==> src/rtl/uop_sequencer_pkg.sv <==
// Shared types and field layout for the microcode uop buffer and its sequencer.
// Each 72-bit bundle holds two 36-bit slots; slot0 sits in the upper half.
package uop_pkg;

    localparam int UOP_BUF_SIZE           = 128;
    localparam int UOP_BUF_WIDTH          = 72;
    localparam int INSN_WIDTH             = 32;
    localparam int MAX_PREDICT_DEPTH_BITS = 2;

    localparam int ADDR_W     = $clog2(UOP_BUF_SIZE);
    localparam int PC_W       = ADDR_W + 1;
    localparam int SLOT_WIDTH = UOP_BUF_WIDTH / 2;

    localparam int SLOT0_LSB = SLOT_WIDTH;
    localparam int SLOT1_LSB = 0;
    localparam int INSN_LSB  = 4;
    localparam int TAG_LSB   = 2;
    localparam int VALID_BIT = 1;
    localparam int SPEC_BIT  = 0;

    typedef logic [ADDR_W-1:0] uop_addr_t;

    typedef struct packed {
        logic [INSN_WIDTH-1:0]             insn;
        logic [MAX_PREDICT_DEPTH_BITS-1:0] tag;
        logic                              valid;
        logic                              spec;
    } uop_slot_t;

    typedef enum logic [2:0] {
        IDLE,
        FETCH,
        ISSUE0,
        ISSUE1,
        HALT
    } seq_state_e;

    function automatic uop_slot_t slot_decode(input logic [SLOT_WIDTH-1:0] raw);
        uop_slot_t s;
        s.insn  = raw[INSN_LSB +: INSN_WIDTH];
        s.tag   = raw[TAG_LSB +: MAX_PREDICT_DEPTH_BITS];
        s.valid = raw[VALID_BIT];
        s.spec  = raw[SPEC_BIT];
        return s;
    endfunction

    // Explicit wrap so the buffer size need not stay a power of two.
    function automatic uop_addr_t addr_inc(input uop_addr_t a);
        return (a == uop_addr_t'(UOP_BUF_SIZE - 1)) ? '0 : a + uop_addr_t'(1);
    endfunction

endpackage

==> src/rtl/uop_sequencer_if.sv <==
// Issue channel from the sequencer to decode: one instruction slot per
// valid/ready handshake.
interface uop_issue_if;
    import uop_pkg::*;

    logic                              out_valid;
    logic                              out_ready;
    logic [INSN_WIDTH-1:0]             out_insn;
    logic [MAX_PREDICT_DEPTH_BITS-1:0] out_tag;
    logic                              out_spec;
    logic [PC_W-1:0]                   out_pc;

    modport master (
        output out_valid,
        output out_insn,
        output out_tag,
        output out_spec,
        output out_pc,
        input  out_ready
    );

    modport slave (
        input  out_valid,
        input  out_insn,
        input  out_tag,
        input  out_spec,
        input  out_pc,
        output out_ready
    );
endinterface

==> src/rtl/uop_sequencer_unpack.sv <==
// Splits a uop bundle into its two decoded slots; index 0 is slot0 (upper half).
// Kept standalone so the microcode unit can reuse the same unpacking.
module uop_slot_unpack
    import uop_pkg::*;
(
    input  logic [UOP_BUF_WIDTH-1:0] i_bundle,
    output uop_slot_t [1:0]          o_slots
);

    for (genvar gi = 0; gi < 2; gi++) begin : g_slot
        localparam int LSB = (gi == 0) ? SLOT0_LSB : SLOT1_LSB;
        assign o_slots[gi] = slot_decode(i_bundle[LSB +: SLOT_WIDTH]);
    end

endmodule

==> src/rtl/uop_sequencer.sv <==
// Walks the uop buffer from a start address, fetching one bundle at a time and
// issuing its valid slots to decode; stops on an all-invalid bundle.
module uop_sequencer
    import uop_pkg::*;
(
    input  logic                     clk,
    input  logic                     reset,
    input  logic                     start,
    input  uop_addr_t                start_addr,
    output uop_addr_t                uop_addr,
    input  logic [UOP_BUF_WIDTH-1:0] uop,
    uop_issue_if.master              issue,
    input  logic                     redirect_valid,
    input  uop_addr_t                redirect_addr,
    output logic                     busy,
    output logic                     halted
);

    seq_state_e               r_state;
    uop_addr_t                r_uop_addr;
    uop_addr_t                r_bundle_addr;
    logic [UOP_BUF_WIDTH-1:0] r_bundle;
    logic                     r_out_valid;
    logic                     r_busy;
    logic                     r_halted;

    seq_state_e               w_state_next;
    uop_addr_t                w_uop_addr_next;
    logic                     w_fetch_latch;
    logic                     w_in_slot0_valid;
    logic                     w_in_slot1_valid;
    uop_slot_t [1:0]          w_reg_slots;
    uop_slot_t                w_out_slot;
    logic                     w_unused_slot0_valid;

    assign w_in_slot0_valid = uop[SLOT0_LSB + VALID_BIT];
    assign w_in_slot1_valid = uop[SLOT1_LSB + VALID_BIT];

    uop_slot_unpack u_unpack (
        .i_bundle (r_bundle),
        .o_slots  (w_reg_slots)
    );

    always_comb begin
        w_state_next    = r_state;
        w_uop_addr_next = r_uop_addr;
        w_fetch_latch   = 1'b0;
        case (r_state)
            IDLE, HALT: begin
                if (start) begin
                    w_state_next    = FETCH;
                    w_uop_addr_next = start_addr;
                end
            end
            FETCH: begin
                w_fetch_latch = 1'b1;
                if (w_in_slot0_valid) begin
                    w_state_next    = ISSUE0;
                    w_uop_addr_next = addr_inc(r_uop_addr);
                end else if (w_in_slot1_valid) begin
                    w_state_next    = ISSUE1;
                    w_uop_addr_next = addr_inc(r_uop_addr);
                end else begin
                    // Park on the empty bundle so its address is visible while halted.
                    w_state_next = HALT;
                end
            end
            ISSUE0: begin
                if (issue.out_ready) begin
                    w_state_next = w_reg_slots[1].valid ? ISSUE1 : FETCH;
                end
            end
            ISSUE1: begin
                if (issue.out_ready) begin
                    w_state_next = FETCH;
                end
            end
            default: begin
                w_state_next = IDLE;
            end
        endcase

        // A redirect coinciding with a handshake still lets that slot count;
        // only the rest of the bundle is abandoned.
        if (redirect_valid && (r_state != IDLE)) begin
            w_state_next    = FETCH;
            w_uop_addr_next = redirect_addr;
            w_fetch_latch   = 1'b0;
        end
    end

    always_ff @(posedge clk or negedge reset) begin
        if (!reset) begin
            r_state       <= IDLE;
            r_uop_addr    <= '0;
            r_bundle      <= '0;
            r_bundle_addr <= '0;
            r_out_valid   <= 1'b0;
            r_busy        <= 1'b0;
            r_halted      <= 1'b0;
        end else begin
            r_state    <= w_state_next;
            r_uop_addr <= w_uop_addr_next;
            if (w_fetch_latch) begin
                r_bundle      <= uop;
                r_bundle_addr <= r_uop_addr;
            end
            r_out_valid <= (w_state_next == ISSUE0) || (w_state_next == ISSUE1);
            r_busy      <= (w_state_next != IDLE);
            r_halted    <= (w_state_next == HALT);
        end
    end

    // Outside ISSUE1 the slot0 fields are presented, giving deterministic idle values.
    assign w_out_slot           = (r_state == ISSUE1) ? w_reg_slots[1] : w_reg_slots[0];
    assign w_unused_slot0_valid = w_reg_slots[0].valid;

    assign issue.out_valid = r_out_valid;
    assign issue.out_insn  = w_out_slot.insn;
    assign issue.out_tag   = w_out_slot.tag;
    assign issue.out_spec  = w_out_slot.spec;
    assign issue.out_pc    = {r_bundle_addr, (r_state == ISSUE1)};

    assign uop_addr = r_uop_addr;
    assign busy     = r_busy;
    assign halted   = r_halted;

endmodule

==> src/flat_wrapper.sv <==
// flat-port wrapper written by rule: the top's interface ports become plain ports
module uop_sequencer_flat import uop_pkg::*;
  (clk, reset, start, start_addr, uop_addr, uop, redirect_valid, redirect_addr, busy, halted, issue_out_valid, issue_out_insn, issue_out_tag, issue_out_spec, issue_out_pc, issue_out_ready);
  uop_issue_if issue_i ();
  input  logic clk;
  input  logic reset;
  input  logic start;
  input  uop_addr_t start_addr;
  output uop_addr_t uop_addr;
  input  logic [UOP_BUF_WIDTH-1:0] uop;
  input  logic redirect_valid;
  input  uop_addr_t redirect_addr;
  output logic busy;
  output logic halted;
  output wire logic [$bits(issue_i.out_valid)-1:0] issue_out_valid;
  output wire logic [$bits(issue_i.out_insn)-1:0] issue_out_insn;
  output wire logic [$bits(issue_i.out_tag)-1:0] issue_out_tag;
  output wire logic [$bits(issue_i.out_spec)-1:0] issue_out_spec;
  output wire logic [$bits(issue_i.out_pc)-1:0] issue_out_pc;
  input wire logic [$bits(issue_i.out_ready)-1:0] issue_out_ready;
  assign issue_out_valid = issue_i.out_valid;
  assign issue_out_insn = issue_i.out_insn;
  assign issue_out_tag = issue_i.out_tag;
  assign issue_out_spec = issue_i.out_spec;
  assign issue_out_pc = issue_i.out_pc;
  assign issue_i.out_ready = issue_out_ready;
  uop_sequencer u_core (.clk(clk), .reset(reset), .start(start), .start_addr(start_addr), .uop_addr(uop_addr), .uop(uop), .issue(issue_i), .redirect_valid(redirect_valid), .redirect_addr(redirect_addr), .busy(busy), .halted(halted));
endmodule
==> config.mk <==
export PLATFORM = sky130hd
export DESIGN_NAME = uop_sequencer_flat
export DESIGN_NICKNAME = d
export VERILOG_FILES = /design/src/rtl/uop_sequencer_pkg.sv /design/src/rtl/uop_sequencer_if.sv /design/src/rtl/uop_sequencer_unpack.sv /design/src/rtl/uop_sequencer.sv /design/src/flat_wrapper.sv
export SDC_FILE = /design/constraint.sdc
export NUM_CORES = 1
export LEC_CHECK = 0
export ABC_CLOCK_PERIOD_IN_PS = 2850
export CORE_UTILIZATION = 63
export DETAILED_ROUTE_END_ITERATION = 10
export DONT_BUFFER_PORTS = 1
export GPL_ROUTABILITY_DRIVEN = 0
export PLACE_DENSITY_LB_ADDON = 0.05
export SLEW_MARGIN = 5
export SYNTH_ARGS = -nofsm -noshare
export SYNTH_HDL_FRONTEND = slang
export SYNTH_SLANG_ARGS = --single-unit
==> constraint.sdc <==
create_clock -name clk -period 2.85 [get_ports clk]
set_input_delay 0.57 -clock clk [delete_from_list [all_inputs] [get_ports clk]]
set_output_delay 0.57 -clock clk [all_outputs]
set_load 0.01 [all_outputs]
==> results.yml, run 1 <==
worst_setup_path:
  critPathBufInv: 1
  cp-end-kind: "output pin"
  critPathKind: "reg -> out"
  cp_data_arrival_time_ns: 1.89
  crit_fanout: 20
  start_kind: "flop"
  worstPathRequired_ns: 2.28
  critical_path.max_stage_delay_ns: 0.50
  cpMaxStageDelayCell: "dfrtp_1"
  crit_chain: "nor2b_1 -> nand2_1 -> buf_4 -> mux2_2"
  critical-path-top-delay-family: "flip-flops"
logic_synthesis:
  synth-seq-area-share: 0.544
  synth_compound_area_frac: 0.0562
  synth_top_family_by_area: "multiplexers"
  synth_edf_count: 0
  synth_fa_ha_area_frac: 0.00299
  yosys_most_used_dff: "dfrtp_1"
  ys_ff_latch: 91
  syn-mean-instance-area_um2: 14.0
  yosys.area_share.simple: 0.0481
  yosys.area.top_type: "dfrtp_1"
  synth_nets: 392
  synth_common_cells: "mux2_2 (105), dfrtp_1 (91), nand2_1 (11), o21ai_0 (10), mux2_1 (8)"
  netlist_area_um2: 4190
  yosysTopAreaCellShare: 0.544
  async_flop_share: 1.00
  synthMuxAreaShare: 0.309
  synth_cell_types: 41
  yosysWarnings: 0
  synth.area.top_cells: "dfrtp_1 (54%), mux2_2 (28%), mux2_1 (2.2%)"
  synthCells: 300
  synthXorXnorAreaFrac: 0
  synth_most_common_cell: "mux2_2"
global_route:
  grt_usage: 0.226
  grt_max_degree: 92
  antenna_found_initial: 0
  grt_pass1_wl_um: 12200
  overflow: 0
  grt_pass1_vias: 2323
cts:
  tritoncts: "yes"
  clkLatencyLatePin_ns: 0.36
  clk_pin_slew_worst_paths_ns: 0.09
  clock-root-buffer: "clkbuf_8"
  cts_setup_buffers: 0
  numCtsBuffers: 9
  cts_buffer_depth: 2
  htree_levels: 3
  ctsResizeCount: 0
  cts_hold_buf: 1
  clock-sinks: 91
placed_design:
  io_buffer_count: 0
  dpl.hpwl_um: 5160
  preCtsSetupSlack_ns: 0.562
floorplan:
  die_y_um: 83.5
  pin_count: 144
  start_util: 0.655
  rows: 29
  die_x_um: 83.5
  die_area_um2: 6970
  core_area_um2: 6390
route:
  dr_total_vias: 2322
  routed_via_density: 6.13
  drtIter0Drc: 81
  route.detailed.drc: 0
  drtAntennaViolNets: 0
  first_pass_iters: 4
  finalWirelength_um: 7490
  wl_per_cell_um: 19.8
worst_hold_path:
  hp-class: "in -> async"
timing:
  fin_setup_tns_ns: 0
  relSlewSlack: 0.566
  hold_violations: 0
  finalSetupViolCount: 0
  worst_slew_pin_slew_ns: 0.651
  fin_ws_ns: 0.389
  rsz0062_at_grt: "false"
  fmax_mhz: 406
  min_period_ns: 2.46
  finalMaxSlewViolations: 0
  fin_skew_ns: 0.00970
  fin_crit_sh: 0.863
status:
  status: "complete, no violations"
final_layout:
  fin_nets: 389
  area_growth_pct: 5.41
  drive_gt1_frac: 0.437
  antenna_cells: 0
pwr:
  peakVddDrop_mv: 0.632
  p_leak_nw: 1.84
  p_per_area_nw_per_um2: 1190
job:
  maxCapViolCount: 0
==> metal layers <==
| layer | part of all wire | up-vias | GRT usage |
|---|---|---|---|
| met5 | 0 | - | 0 |
| met4 | 0.012 | 0 | 0.0924 |
| met3 | 0.080 | 13 | 0.0643 |
| met2 | 0.47 | 98 | 0.349 |
| met1 | 0.44 | 1136 | 0.305 |
| li1 | - | 1075 | - |
==> logic make-up (layout without fill, tap and decap cells) <==
logic type,count (synthesis),count (layout)
AO/OA/AOI/OAI,32,32
adder cells (fa/ha/maj),1,1
buffers and inverters,24,26
flip-flops,91,91
multiplexers,115,115
AND/OR/NAND/NOR,37,37
==> final timing paths <==
kind | start | endpoint | slack, ns | cells past startpoint
max | u_core.r_state[0] | issue_out_insn[30] | 0.39 | 4
min | reset | u_core.r_bundle[64] | 0.11 | 1
max reg2reg | u_core.r_state[0] | u_core.r_bundle[42] | 0.57 | 4
min reg2reg | u_core.r_bundle[19] | u_core.r_bundle[19] | 0.49 | 1
max in group asynchronous | reset | u_core.uop_addr[4] | 2.40 | 1
min in group clk | redirect_valid | u_core.issue.out_valid | 0.28 | 1
==> area by class of cell <==
class	count	area [um2]
Sequential cell	91	2280
Tap cell	77	96.3
Fill cell	452	1970
Inverter	5	18.8
Timing Repair Buffer	5	70.1
Clock buffer	10	138
Clock inverter	6	70.1
Multi-Input combinational cell	185	1740
==> where the power goes <==
group          internal, mW  leakage, nW  total [mW]  switching (mW)
clock                 0.439        0.108       0.898           0.459
sequential             1.93         1.07        2.40           0.466
combinational          1.04        0.658        1.95           0.906
==> per-stage QoR <==
step	cell area [um2]	power, mW	util	cells	hold slack [ns]
after floorplan	4190	4.08	-	300	0.274
after global placement	4180	4.29	0.654	362	0.276
after detailed placement	4180	4.36	0.654	362	0.276
after CTS	4410	5.29	0.691	379	0.125
after global routing	4410	5.58	0.691	379	0.113
final	4410	5.25	0.691	379	0.110
==> state kept, by name (all words and copies together) (netlist names) <==
name	cells
u_core.busy	1
u_core.halted	1
u_core.uop_addr	7
u_core.issue.out_valid	1
u_core.r_bundle_addr	7
u_core.r_state	3
u_core.r_bundle	71
==> cells in the final DEF (no fill, tap or decap), drive strengths merged, types with 2 or more instances in the layout <==
cell / n
nor3: 5
o21ai: 10
mux2i: 2
nand2: 11
mux2: 113
clkbuf: 10
nand2b: 4
nor3b: 3
nor2b: 2
clkinv: 2
o31ai: 3
a21oi: 7
dfrtp: 91
inv: 8
nor2: 7
buf: 5
(Power assumes the default switching activity.)
==> run 2: changes to the inputs <==
--- a/config.mk
+++ b/config.mk
@@ -5,8 +5,8 @@
 export SDC_FILE = /design/constraint.sdc
 export NUM_CORES = 1
 export LEC_CHECK = 0
-export ABC_CLOCK_PERIOD_IN_PS = 2850
-export CORE_UTILIZATION = 63
+export ABC_CLOCK_PERIOD_IN_PS = 2100
+export CORE_UTILIZATION = 57
 export DETAILED_ROUTE_END_ITERATION = 10
 export DONT_BUFFER_PORTS = 1
 export GPL_ROUTABILITY_DRIVEN = 0
==> constraint.sdc (replaced) <==
create_clock -name clk -period 2.1 [get_ports clk]
set_input_delay 0.42 -clock clk [delete_from_list [all_inputs] [get_ports clk]]
set_output_delay 0.42 -clock clk [all_outputs]
set_load 0.01 [all_outputs]
==> run 2 against run 1 <==
  * The flow now finishes with violations (negative hold slack)
  * Register-to-register slack worse by 0.35 ns
  * Highest routed layer unchanged
  * Clock skew hardly changed
  * Largest cell class unchanged
  * Sequential power rose by 35%
  * Setup slack got worse by 0.29 ns
  * Critical path depth unchanged
  * Global-route usage shrank 2.1 points
  * Combinational power rose by 42%
  * Die area up 10%
==> results.yml, run 2 (synthesis gave the netlist of run 1 again) <==
worst_setup_path:
  crit_path_end: "issue_out_insn[24]"
  r2r.worst_path.cells: 4
  r2r_slack_ns: 0.22
  cp-end-kind: "output pin"
  crit_fanout: 15
  worstPathRequired_ns: 1.68
  cp_data_arrival_time_ns: 1.58
  critical_path.max_stage_delay_ns: 0.40
  r2r-end: "u_core.r_bundle[24]"
  critical-path-top-delay-family: "flip-flops"
  crit_chain: "nor2b_4 -> nand2_4 -> buf_12 -> mux2_2"
  cpMaxStageDelayCell: "dfrtp_1"
  critPathBufInv: 1
  critPathKind: "reg -> out"
  r2r_start: "u_core.r_state[1]"
  path_depth: 4
  startpoint: "u_core.r_state[0]"
  start_kind: "flop"
route:
  dr_total_vias: 2334
  route.detailed.drc: 0
  wl_per_cell_um: 19.2
  routed_via_density: 5.81
  finalWirelength_um: 7730
  first_pass_iters: 4
  drtIter0Drc: 110
  drtAntennaViolNets: 0
worst_hold_path:
  hp-class: "in -> async"
pwr:
  internal_power_mw: 4.56
  pwr-share-comb: 0.393
  pwr-share-seq: 0.462
  p_per_area_nw_per_um2: 1580
  p_leak_nw: 1.85
  switchingPower_mw: 2.46
  clkPwrFrac: 0.145
  peakVddDrop_mv: 0.668
  switching_share: 0.350
global_route:
  grt_pass1_vias: 2397
  grt_max_degree: 92
  grt_pass1_wl_um: 11800
  overflow: 0
  grt_usage: 0.205
  antenna_found_initial: 1
timing:
  fin_setup_tns_ns: 0
  hold-worst-slack_ns: -0.233
  fin_ws_ns: 0.103
  fmax_mhz: 501
  fin_crit_sh: 0.951
  rsz0062_at_grt: "false"
  finalSetupViolCount: 0
  hold_violations: 91
  worst_slew_pin_slew_ns: 0.369
  min_period_ns: 2.00
  relSlewSlack: 0.754
  finalMaxSlewViolations: 0
  fin_skew_ns: 0.00996
status:
  status: "finished with violations"
  violations: "negative hold slack"
floorplan:
  die_area_um2: 7690
  die_y_um: 87.7
  die_x_um: 87.7
  start_util: 0.603
  rows: 30
  pin_count: 144
  core_area_um2: 6940
placed_design:
  dpl.hpwl_um: 5410
  preCtsSetupSlack_ns: 0.256
  post-place-cells: 386
  io_buffer_count: 0
final_layout:
  fillCellCount: 557
  area_growth_pct: 6.25
  final_common_cell: "mux2_2"
  largest_register_ffs: 71
  regMostFlops: "u_core.r_bundle"
  drive_gt1_frac: 0.448
  fin_cells: 402
  layout_common_cells: "mux2_2 (105), dfrtp_1 (91), nand2_1 (10), o21ai_0 (10), clkbuf_8 (9)"
  antenna_cells: 0
  fin_nets: 393
cts:
  numCtsBuffers: 9
  clkLatencyLatePin_ns: 0.34
  clk_pin_slew_worst_paths_ns: 0.09
  clock-root-buffer: "clkbuf_8"
  htree_levels: 3
  tritoncts: "yes"
  cts_setup_buffers: 0
  cts_buffer_depth: 2
  clock-sinks: 91
job:
  maxCapViolCount: 0
run 2: per-stage QoR:
stage / utilization / area [um2] / power (mW) / hold WS, ns
floorplan: - / 4190 / 5.53 / 0.124
global placement: 0.614 / 4270 / 5.94 / 0.126
detailed placement: 0.614 / 4270 / 6.04 / 0.126
CTS: 0.640 / 4440 / 7.09 / -0.252
global route: 0.640 / 4450 / 7.49 / -0.260
finish: 0.640 / 4450 / 7.01 / -0.233
run 2: area by class of cell:
| type | instances | area, um2 | share of cell area |
|---|---|---|---|
| Sequential cell | 91 | 2280 | 0.512 |
| Multi-Input combinational cell | 185 | 1760 | 0.395 |
| Clock buffer | 10 | 128 | 0.0287 |
| Tap cell | 96 | 120 | 0.0270 |
| Timing Repair Buffer | 9 | 105 | 0.0236 |
| Clock inverter | 6 | 41.3 | 0.00929 |
| Inverter | 5 | 18.8 | 0.00422 |
run 2: how the worst min path moves through the flow:
stage               start                   to  slack [ns]  cells past startpoint
floorplan           reset          u_core.busy        0.12                      0
global placement    reset  u_core.r_bundle[63]        0.13                      0
detailed placement  reset  u_core.r_bundle[63]        0.13                      0
CTS                 reset  u_core.r_bundle[63]       -0.25                      0
global route        reset  u_core.r_bundle[63]       -0.26                      0
finish              reset  u_core.r_bundle[63]       -0.23                      0
run 2: routing by layer:
layer | routed length [um] | global-route usage | vias to the layer above
met1 | 3320 | 0.266 | 1160
met4 | 102 | 0.0879 | 0
li1 | - | - | 1081
met2 | 3730 | 0.327 | 85
met3 | 580 | 0.0547 | 8
met5 | 0 | 0 | -
run 2: what timing repair did:
| item | 4_1_cts | 5_1_grt |
|---|---|---|
| endpoints found under the setup margin | 29 | 29 |
| cloned | 0 | 0 |
| hold endpoints to repair | 91 | 91 |
| gates resized for setup | 2 | 1 |
| pin swaps | 1 | 0 |
run 2: power groups by stage:
stage | Clock, mW | Sequential (mW) | Combinational [mW]
CTS | 1.06 | 3.24 | 2.79
detailed placement | 0 | 3.28 | 2.76
global placement | 0 | 3.26 | 2.68
floorplan | 0 | 3.07 | 2.46
global route | 1.14 | 3.36 | 2.99
finish | 1.02 | 3.24 | 2.76
==> run 3: changes to the inputs <==
--- a/config.mk
+++ b/config.mk
@@ -9,9 +9,10 @@
 export CORE_UTILIZATION = 57
 export DETAILED_ROUTE_END_ITERATION = 10
 export DONT_BUFFER_PORTS = 1
-export GPL_ROUTABILITY_DRIVEN = 0
 export PLACE_DENSITY_LB_ADDON = 0.05
+export SETUP_SLACK_MARGIN = 0.3
 export SLEW_MARGIN = 5
 export SYNTH_ARGS = -nofsm -noshare
 export SYNTH_HDL_FRONTEND = slang
 export SYNTH_SLANG_ARGS = --single-unit
+export TNS_END_PERCENT = 5
==> run 3 against run 2 <==
  * The flow still finishes with violations (negative hold slack)
  * Sequential power about the same
  * Fmax up 1.6%
  * Critical endpoint is now issue_out_insn[15]
  * Via count rose by 3.0%
  * Sequential share of layout area decreased by 1.8 points
  * Core utilization grew 2.3 points
==> results.yml, run 3 (synthesis gave the netlist of run 1 again) <==
cts:
  clock-sinks: 91
  cts_buffer_depth: 2
  numCtsBuffers: 9
  clkLatencyLatePin_ns: 0.35
  tritoncts: "yes"
  clk_pin_slew_worst_paths_ns: 0.09
  clock-root-buffer: "clkbuf_8"
  htree_levels: 3
floorplan:
  rows: 30
  die_x_um: 87.7
  core_area_um2: 6940
  start_util: 0.603
  die_y_um: 87.7
  pin_count: 144
  die_area_um2: 7690
route:
  finalWirelength_um: 7830
  wl_per_cell_um: 19.2
  drtAntennaViolNets: 0
  dr_total_vias: 2405
  first_pass_iters: 4
  drtIter0Drc: 126
  route.detailed.drc: 0
  routed_via_density: 5.91
placed_design:
  post-place-cells: 386
  io_buffer_count: 0
  preCtsSetupSlack_ns: 0.334
  dpl.hpwl_um: 5210
  finalWeightedCongestion: 0.810
pwr:
  switching_share: 0.341
  switchingPower_mw: 2.52
  pwr-share-seq: 0.436
  peakVddDrop_mv: 0.848
  pwr-share-comb: 0.408
  p_per_area_nw_per_um2: 1600
  clkPwrFrac: 0.156
  internal_power_mw: 4.86
  p_leak_nw: 1.95
global_route:
  grt_max_degree: 92
  antenna_found_initial: 0
  grt_pass1_vias: 2475
  grt_usage: 0.210
  grt_pass1_wl_um: 12100
  overflow: 0
timing:
  finalSetupViolCount: 0
  worst_slew_pin_slew_ns: 0.378
  fin_skew_ns: 0.00904
  fmax_mhz: 509
  rsz0062_at_grt: "true"
  fin_crit_sh: 0.936
  hold-worst-slack_ns: -0.241
  hold_violations: 91
  relSlewSlack: 0.748
  min_period_ns: 1.97
  fin_setup_tns_ns: 0
  fin_ws_ns: 0.134
  finalMaxSlewViolations: 0
job:
  maxCapViolCount: 0
worst_setup_path:
  critPathKind: "reg -> out"
  critical_path.max_stage_delay_ns: 0.42
  cpMaxStageDelayCell: "dfrtp_1"
  crit_fanout: 10
  r2r_slack_ns: 0.18
  cp-end-kind: "output pin"
  worstPathRequired_ns: 1.68
  cp_data_arrival_time_ns: 1.55
  start_kind: "flop"
  crit_chain: "nor2b_4 -> nand2_8 -> buf_12 -> mux2_4"
final_layout:
  drive_gt1_frac: 0.457
  area_growth_pct: 10.1
  largest_register_ffs: 71
  fin_cells: 407
  post-route-util: 0.664
  final_common_cell: "mux2_2"
  fin_nets: 398
  regMostFlops: "u_core.r_bundle"
  antenna_cells: 0
  layout_common_cells: "mux2_2 (95), dfrtp_1 (91), nand2_1 (10), o21ai_0 (10), mux2_4 (10)"
status:
  status: "finished with violations"
  violations: "negative hold slack"
worst_hold_path:
  hp-class: "in -> async"
==> run 3: cell types whose count changed in the layout (fill, tap and decap cells not counted), sizes merged <==
cell / previous run / this run
bufinv: 0 / 1
buf: 9 / 14
clkinvlp: 3 / 2
==> run 3: critical path, delay by kind of cell (launching register included) <==
family	cells	cell delay (ns)
buffers and inverters	1	0.16
multiplexers	1	0.32
AND/OR/NAND/NOR	2	0.30
flip-flops	1	0.42
==> run 3: metrics by stage <==
step,hold slack [ns],instance area [um2],total power [mW]
2_1_floorplan,0.124,4200,5.54
3_3_place_gp,0.126,4280,5.95
3_5_place_dp,0.126,4280,6.05
4_1_cts,-0.258,4600,7.43
5_1_grt,-0.269,4610,7.86
6_report,-0.241,4610,7.37
==> run 3: routing by layer <==
metal | up-vias | wire [um] | GRT usage
met4 | 0 | 91 | 0.0730
met5 | - | 0 | 0
met2 | 85 | 3780 | 0.335
li1 | 1092 | - | -
met3 | 7 | 556 | 0.0566
met1 | 1221 | 3410 | 0.281
==> run 3: path summary, 6_finish.rpt <==
check | from | to | cells after the start
max | u_core.r_state[2] | issue_out_insn[15] | 4
max reg2reg | u_core.r_state[2] | u_core.r_bundle[67] | 5
min in group clk | redirect_valid | u_core.issue.out_valid | 1
min | reset | u_core.r_bundle[29] | 0
max in group asynchronous | reset | u_core.r_bundle_addr[3] | 0
min reg2reg | u_core.r_bundle[15] | u_core.r_bundle[15] | 1
==> run 3: cell type report <==
| cell class | count | area [um2] |
|---|---|---|
| clock buffers | 10 | 128 |
| inverters | 5 | 18.8 |
| multi-input cells | 185 | 1800 |
| fillers | 513 | 2330 |
| repair buffers | 14 | 199 |
| well taps | 96 | 120 |
| flip-flops and latches | 91 | 2280 |
| clock inverters | 6 | 63.8 |
==> run 3: power by group through the flow <==
stage | clock network [mW] | logic, mW | registers (mW)
2_1_floorplan | 0 | 2.47 | 3.07
3_3_place_gp | 0 | 2.75 | 3.20
3_5_place_dp | 0 | 2.81 | 3.24
4_1_cts | 1.18 | 3.04 | 3.22
5_1_grt | 1.26 | 3.27 | 3.34
6_report | 1.15 | 3.01 | 3.21
==> run 3: repair_timing <==
action                                 in CTS  in global routing
endpoints found under the hold margin      91                 91
setup endpoints to repair                  36                121
gates resized for setup                    17                  0
gates cloned                                2                  0
buffers inserted                            2                  1
pin swaps                                   1                  1
